`config.mk`:
```
export PLATFORM = sky130hd
export DESIGN_NAME = fifo_wr_arbiter
export DESIGN_NICKNAME = d
export VERILOG_FILES = /design/src/rtl/fifo_pkg.sv /design/src/rtl/fifo_wr_arbiter_rr_arbiter.sv /design/src/rtl/fifo_wr_arbiter.sv
export SDC_FILE = /design/constraint.sdc
export NUM_CORES = 1
export LEC_CHECK = 0
export ABC_CLOCK_PERIOD_IN_PS = 6400
export BUFFER_PORTS_ARGS = -buffer_cell sky130_fd_sc_hd__buf_2
export CORE_MARGIN = 2
export CORE_UTILIZATION = 50
export CTS_CLUSTER_SIZE = 16
export DETAILED_ROUTE_END_ITERATION = 8
export GPL_TIMING_DRIVEN = 1
export PLACE_DENSITY_LB_ADDON = 0.08
export SLEW_MARGIN = 0
export SYNTH_ARGS = -nofsm -noshare
export SYNTH_HDL_FRONTEND = slang
export SYNTH_SLANG_ARGS = --single-unit
```
`constraint.sdc`:
```
create_clock -name wclk -period 6.4 [get_ports wclk]
set_clock_uncertainty 0.2 [all_clocks]
set_input_delay 0 -clock wclk [delete_from_list [all_inputs] [get_ports wclk]]
set_output_delay 0 -clock wclk [all_outputs]
set_load 0.1 [all_outputs]
```
`src/rtl/fifo_pkg.sv`:
```
// Shared helpers for the async FIFO write side: pointer width, Gray encoding
// and the grant index type used inside the requester arbiter.
package fifo_pkg;

    localparam int GID_MAX_W = 8;

    typedef logic [GID_MAX_W-1:0] gid_t;

    function automatic int ptr_w(input int depth);
        return $clog2(depth);
    endfunction

    function automatic logic [31:0] bin2gray(input logic [31:0] b);
        return b ^ (b >> 1);
    endfunction

endpackage

```
`src/rtl/fifo_wr_arbiter_rr_arbiter.sv`:
```
// Round-robin pick among N_REQ requests, search starts after (or at, when holding) last.
// Latency: purely combinational, grant valid in the same cycle as the requests.
// Backpressure: none of its own; the caller masks the grant when the FIFO is full.
module rr_arbiter
    import fifo_pkg::*;
#(
    parameter int N_REQ = 4,
    parameter int IW    = $clog2(N_REQ)
) (
    input  logic [N_REQ-1:0] req,
    input  logic [IW-1:0]    last,
    input  logic             hold,
    output logic [N_REQ-1:0] gnt,
    output logic [IW-1:0]    idx
);

    always_comb begin
        gid_t start;
        gid_t cand;
        logic found;
        gnt   = '0;
        idx   = '0;
        found = 1'b0;
        start = hold ? gid_t'(last) : gid_t'(last) + gid_t'(1);
        if (start >= gid_t'(N_REQ))
            start = '0;
        for (int k = 0; k < N_REQ; k++) begin
            cand = start + gid_t'(k);
            if (cand >= gid_t'(N_REQ))
                cand = cand - gid_t'(N_REQ);
            if (!found && req[cand[IW-1:0]]) begin
                found               = 1'b1;
                gnt[cand[IW-1:0]]   = 1'b1;
                idx                 = cand[IW-1:0];
            end
        end
    end

endmodule

```
`src/rtl/fifo_wr_arbiter.sv`:
```
// Async FIFO write side: shares the memory write port among N_REQ requesters, owns wbin/wptr/wfull.
// Latency: zero, the granted word is written on the wclk edge that accepts it; wfull is registered.
// Backpressure: at most one req_ready per cycle, all forced low while wfull. FIFO_WR_BURST_EN adds burst hold.
module fifo_wr_arbiter
    import fifo_pkg::*;
#(
    parameter int N_REQ  = 4,
    parameter int WIDTH  = 8,
    parameter int DEPTH  = 16,
    parameter int BURST  = 4,
    localparam int ADDR  = ptr_w(DEPTH),
    localparam int IW    = $clog2(N_REQ)
) (
    input  logic                   wclk,
    input  logic                   wrst_n,
    input  logic [N_REQ-1:0]       req_valid,
    input  logic [N_REQ*WIDTH-1:0] req_data,
    output logic [N_REQ-1:0]       req_ready,
    input  logic [ADDR:0]          wq2_rptr,
    output logic                   wen,
    output logic [ADDR-1:0]        waddr,
    output logic [WIDTH-1:0]       wdata,
    output logic [ADDR:0]          wptr,
    output logic                   wfull,
    output logic [IW-1:0]          grant_id
);

`ifdef FIFO_WR_BURST_EN
    localparam bit BURST_EN = 1'b1;
`else
    localparam bit BURST_EN = 1'b0;
`endif
    localparam int PW  = ADDR + 1;
    localparam int BCW = $clog2(BURST + 1);
    localparam logic [BCW-1:0] BURST_V = BCW'(BURST);

    logic [ADDR:0]    wbin;
    logic [ADDR:0]    wbin_nxt;
    logic [ADDR:0]    gnext;
    logic [ADDR:0]    full_cmp;
    logic [IW-1:0]    last;
    logic [IW-1:0]    win;
    logic [N_REQ-1:0] gnt;
    logic [BCW-1:0]   bcnt;
    logic [BCW-1:0]   bcnt_inc;
    logic             hold;
    logic             accept;

    // bcnt stays zero without burst mode, so hold is never raised
    assign hold     = BURST_EN && (bcnt != '0) && (bcnt < BURST_V) && req_valid[last];
    assign bcnt_inc = hold ? bcnt + BCW'(1) : BCW'(1);

    rr_arbiter #(.N_REQ(N_REQ), .IW(IW)) u_rr (
        .req  (req_valid),
        .last (last),
        .hold (hold),
        .gnt  (gnt),
        .idx  (win)
    );

    assign req_ready = gnt & {N_REQ{~wfull}};
    assign accept    = |(req_valid & req_ready);
    assign wen       = accept;
    assign wdata     = req_data[win*WIDTH +: WIDTH];
    assign grant_id  = win;
    assign waddr     = wbin[ADDR-1:0];

    assign wbin_nxt = wbin + {{ADDR{1'b0}}, accept};
    assign gnext    = PW'(bin2gray(32'(wbin_nxt)));
    // Full when the next Gray pointer is a whole lap ahead of the synchronized read pointer
    assign full_cmp = {~wq2_rptr[ADDR:ADDR-1], wq2_rptr[ADDR-2:0]};

    always_ff @(posedge wclk or negedge wrst_n) begin
        if (!wrst_n) begin
            wbin  <= '0;
            wptr  <= '0;
            wfull <= 1'b0;
            last  <= IW'(N_REQ - 1);
            bcnt  <= '0;
        end else begin
            wbin  <= wbin_nxt;
            wptr  <= gnext;
            wfull <= (gnext == full_cmp);
            if (accept)
                last <= win;
            if (BURST_EN) begin
                if (accept)
                    bcnt <= (bcnt_inc == BURST_V) ? '0 : bcnt_inc;
                else if (!req_valid[last])
                    bcnt <= '0;
            end
        end
    end

endmodule

```
==> results.yml, run 1 <==
status:
  status: "completed"
clock_tree:
  tritoncts: "yes"
  clkSinkCount: 12
  cts_setup_buffers: 0
  clock_latency_ns: 0.27
  cts_buffers: 3
  clk_path_buf_depth: 2
  h-tree-depth: 1
  cts_root_buffer: "clkbuf_4"
  clkTransAtPathRegs_ns: 0.07
timing:
  fmax_mhz: 180
  slew_headroom: 0.323
  setup_viol: 0
  fin_crit_ns: 5.56
  worst_slew_pin_slew_ns: 1.01
  final.period_utilization: 0.869
  rsz0062_at_grt: "no"
  drv_slew: 0
  hold_viol_final: 0
  tns_ns: 0
die:
  initial_utilization: 0.523
  dieHeight_um: 57.5
  num_rows: 19
  die_w_um: 57.5
  core_area_sq_mm: 0.00273
  io-pin-count: 68
  dieArea_sq_mm: 0.00330
route:
  first_iter_violations: 58
  vias: 1451
  top_layer_used: "met4"
  wl_per_cell_um: 14.2
  dr_wl_met3_um: 306
  dr_wl_met2_mm: 1.69
  wl_mm: 3.59
  drt-met1-wl_mm: 1.56
  viasPerCell: 5.74
  antenna_left: 0
  firstDrtPassIters: 4
  drc: 0
grt:
  grt_pass1_wl_mm: 6.08
  grt-ovfl-total: 0
  antenna_found_initial: 0
  grt_max_degree: 19
  grt.total_usage: 0.230
  grt_pass1_vias: 1466
yosys:
  synth_fp_nets: 207
  seq_area_frac_synth: 0.212
  synth_area_per_cell_sq_um: 9.17
  yosysUniqueCellTypes: 49
  synth_seq_cells: 12
  synth_edf_count: 0
  synth_top_area_share: 0.189
  synthCells: 156
  async_flop_share: 1.00
  yosysWarnings: 0
  yosys-top-cells-area: "mux2i_1 (19%), dfrtp_1 (17%), ha_1 (7.0%), xor2_1 (4.3%), dfstp_2 (3.7%)"
  ys.flop_type: "dfrtp_1"
  yosys.area.top_type: "mux2i_1"
  mappedNetlistArea_sq_mm: 0.00143
cells_and_area:
  drive_above_1_share: 0.392
  multi_input_area_sq_mm: 0.00103
  final_cell_mix: "buf_2 (67), mux2i_1 (27), dfrtp_1 (10)"
  fillers: 228
  diodes: 0
  regArea_sq_um: 303
  nets: 274
  layout_commonest_cell: "buf_2"
  syn_to_final_growth_pct: 26.6
flow_run:
  cap_viol_max_count: 0
worst_setup_path:
  cp-start-kind: "register"
  critPathKind: "register to register"
  r2r.worst_path.cells: 16
  cp_max_fo: 18
  endpoint_kind: "register"
  worstPathArrival_ns: 5.57
  critical_path_required_ns: 6.41
worst_hold_path:
  hp-class: "input port to async pin"
place:
  io_buffers: 67
  gp_congestion: 0.973
  post-dp-hpwl_mm: 2.88
==> sequential cells by signal, indices dropped and copies added (netlist names) <==
signal / count
wfull: 1
wptr: 4
last: 2
wbin: 5
==> worst max-delay path: stages (launching register included) <==
cell           delay, ns
dfstp_2             0.74
inv_1               0.24
ha_1                0.57
mux4_2              0.58
a21o_1              0.18
a32o_1              0.19
a221o_1             0.28
a31o_1              0.23
a221o_2             0.38
ha_1                0.23
ha_1                0.21
xor2_1              0.31
xor2_1              0.23
xnor2_1             0.14
nand3_1             0.10
nor3_1              0.16
dlygate4sd3_1       0.55
==> through the flow <==
step	cells	hold WS, ns	utilization	worst slack (ns)	instance area (sq um)
2_1_floorplan	156	-0.496	-	0.229	1430
3_3_place_gp	245	-0.321	0.638	1.62	1740
3_5_place_dp	245	-0.310	0.638	1.41	1740
4_1_cts	253	0.0174	0.662	0.878	1810
5_1_grt	253	0.0409	0.662	0.478	1810
6_report	253	0.0313	0.662	0.836	1810
==> area by class of cell <==
cell class / count / share of cell area
clock buffers: 4 / 0.0145
inverters: 9 / 0.0187
multi-input cells: 125 / 0.567
flip-flops and latches: 12 / 0.167
well taps: 31 / 0.0214
repair buffers: 72 / 0.211
==> layer usage <==
layer	track usage	vias up
li1	-	716
met1	0.300	650
met5	0	-
met3	0.0522	4
met4	0.0764	0
met2	0.375	81
==> cell usage after synthesis, drive strengths merged (2+ instances only) <==
master	instances
a221o	2
nor3	2
nand3b	2
a31oi	3
a311o	2
xor2	7
nor2	6
xnor2	5
o21a	2
a211oi	4
a21oi	3
or3b	2
or2	2
mux2i	27
nand2	9
nand2b	2
o21ai	4
nand3	8
buf	9
dfrtp	10
and2	2
mux2	5
a41oi	2
inv	9
dfstp	2
ha	8
==> worst paths after layout <==
path / start / endpoint / slack, ns
max: last[0] / wfull / 0.84
min: wrst_n / last[1] / 0.03
max reg2reg: last[0] / wfull / 0.84
min reg2reg: wbin[0] / wbin[0] / 0.35
max in group asynchronous: wrst_n / wbin[1] / 5.10
min in group wclk: req_valid[0] / last[1] / 0.09
==> kinds of logic after synthesis <==
kind of cell / after synthesis / synth area share
simple gates: 38 / 0.139
buf+inv: 19 / 0.0735
xor+xnor: 12 / 0.0735
mux: 33 / 0.249
flops: 12 / 0.212
fa+ha+maj: 8 / 0.0700
compound gates: 34 / 0.183
==> what timing repair did <==
item | 4_1_cts | 5_1_grt
gates resized for setup | 0 | 0
setup endpoints to repair | 0 | 0
hold endpoints to repair | 13 | 0
hold buffers | 4 | 0
Power of run 1 is not shown: default switching activity piles up to over one toggle a cycle in this logic, so the estimate is an artifact.
==> run 2: changes to the inputs <==
--- a/config.mk
+++ b/config.mk
@@ -7,7 +7,7 @@
 export LEC_CHECK = 0
 export ABC_CLOCK_PERIOD_IN_PS = 6400
 export BUFFER_PORTS_ARGS = -buffer_cell sky130_fd_sc_hd__buf_2
-export CORE_MARGIN = 2
+export CORE_MARGIN = 3
 export CORE_UTILIZATION = 50
 export CTS_CLUSTER_SIZE = 16
 export DETAILED_ROUTE_END_ITERATION = 8
==> run 2 against run 1 <==
Sequential share of layout area down 0.080 points. Wire length up 7.5%. Cell count is 0.40% lower. Flip-flop and latch count is the same. Non-clock buffer count unchanged. Critical endpoint unchanged.
==> results.yml, run 2 (synthesis results as in run 1) <==
route:
  wl_per_cell_um: 15.3
  drc: 0
  firstDrtPassIters: 4
  first_iter_violations: 86
  antenna_left: 0
  vias: 1483
  wl_mm: 3.86
  viasPerCell: 5.88
clock_tree:
  clk_path_buf_depth: 2
  cts_setup_buffers: 0
  clkSinkCount: 12
  h-tree-depth: 1
  tritoncts: "yes"
  ctsResizeCount: 0
  cts_root_buffer: "clkbuf_4"
  clock_latency_ns: 0.26
  cts_hold_buf: 4
  cts_buffers: 3
  clkTransAtPathRegs_ns: 0.07
timing:
  slew_headroom: 0.275
  worst_slew_pin_slew_ns: 1.09
  drv_slew: 0
  fin_crit_ns: 5.55
  setup_viol: 0
  tns_ns: 0
  final.period_utilization: 0.867
  fmax_mhz: 180
  hold_viol_final: 0
  rsz0062_at_grt: "no"
cells_and_area:
  drive_above_1_share: 0.396
  final_cell_mix: "buf_2 (67), mux2i_1 (27), dfrtp_1 (10)"
  regArea_sq_um: 303
  layout_commonest_cell: "buf_2"
  multi_input_area_sq_mm: 0.00103
  fillers: 210
  reg_top3: "wbin x5, wptr x4, last x2"
  nets: 274
  syn_to_final_growth_pct: 27.2
  diodes: 0
  largest_register_ffs: 5
  max_flop_register: "wbin"
worst_setup_path:
  worstPathArrival_ns: 5.55
  critPathKind: "register to register"
  endpoint_kind: "register"
  regToRegSetupSlack_ns: 0.85
  critical_path_required_ns: 6.40
  cp-start-kind: "register"
  r2r_start: "last[0]"
  cp_max_fo: 18
  reg2reg_to: "wfull"
  r2r.worst_path.cells: 16
place:
  post-dp-hpwl_mm: 3.02
  gp_congestion: 0.955
  io_buffers: 67
grt:
  grt_pass1_vias: 1415
  antenna_found_initial: 0
  grt-ovfl-total: 0
  grt_pass1_wl_mm: 6.20
  grt_max_degree: 19
  grt.total_usage: 0.221
die:
  io-pin-count: 68
  initial_utilization: 0.552
  core_area_sq_mm: 0.00259
  dieHeight_um: 59.5
  dieArea_sq_mm: 0.00354
  num_rows: 18
  die_w_um: 59.5
flow_run:
  cap_viol_max_count: 0
status:
  status: "completed"
worst_hold_path:
  hp-class: "input port to async pin"
run 2: area by class of cell:
cell class / instances / share of cell area
sequential: 12 / 0.166
clock buffer: 4 / 0.0199
timing repair buffer: 72 / 0.210
tap: 30 / 0.0206
multi-input combinational: 125 / 0.564
inverter: 9 / 0.0186
run 2: through the flow:
| step | util | cell area [sq um] | std cells | setup WS (ns) | hold WS, ns |
|---|---|---|---|---|---|
| finish | 0.702 | 1820 | 252 | 0.849 | 0.0234 |
| CTS | 0.702 | 1820 | 252 | 0.907 | 0.0208 |
| global route | 0.702 | 1820 | 252 | 0.504 | 0.0287 |
| detailed placement | 0.673 | 1740 | 244 | 1.46 | -0.316 |
| floorplan | - | 1430 | 156 | 0.229 | -0.496 |
| global placement | 0.673 | 1740 | 244 | 1.57 | -0.323 |
run 2: layer usage:
metal	track usage	wire length (um)
met2	0.395	2070
met4	0.0615	40
met5	0	0
met1	0.271	1460
met3	0.0370	292
run 2: how the worst max path moves through the flow:
| stage | startpoint | to | slack, ns | cells after the start |
|---|---|---|---|---|
| 2_1_floorplan | last[0] | wfull | 0.23 | 16 |
| 3_3_place_gp | last[0] | wfull | 1.57 | 15 |
| 3_5_place_dp | last[0] | wfull | 1.46 | 15 |
| 6_report | last[0] | wfull | 0.85 | 16 |
| 4_1_cts | last[0] | wfull | 0.91 | 16 |
| 5_1_grt | last[0] | wfull | 0.50 | 16 |
run 2: worst max-delay path, cell delays in order (launching register included):
cell	delay (ns)
dfstp_2	0.75
inv_1	0.24
ha_1	0.57
mux4_2	0.58
a21o_1	0.17
a32o_1	0.19
a221o_1	0.27
a31o_1	0.22
a221o_2	0.36
ha_1	0.22
ha_1	0.20
xor2_1	0.30
xor2_1	0.25
xnor2_1	0.14
nand3_1	0.09
nor3_1	0.17
dlygate4sd3_1	0.57
Power of run 2 is left out for the same reason.
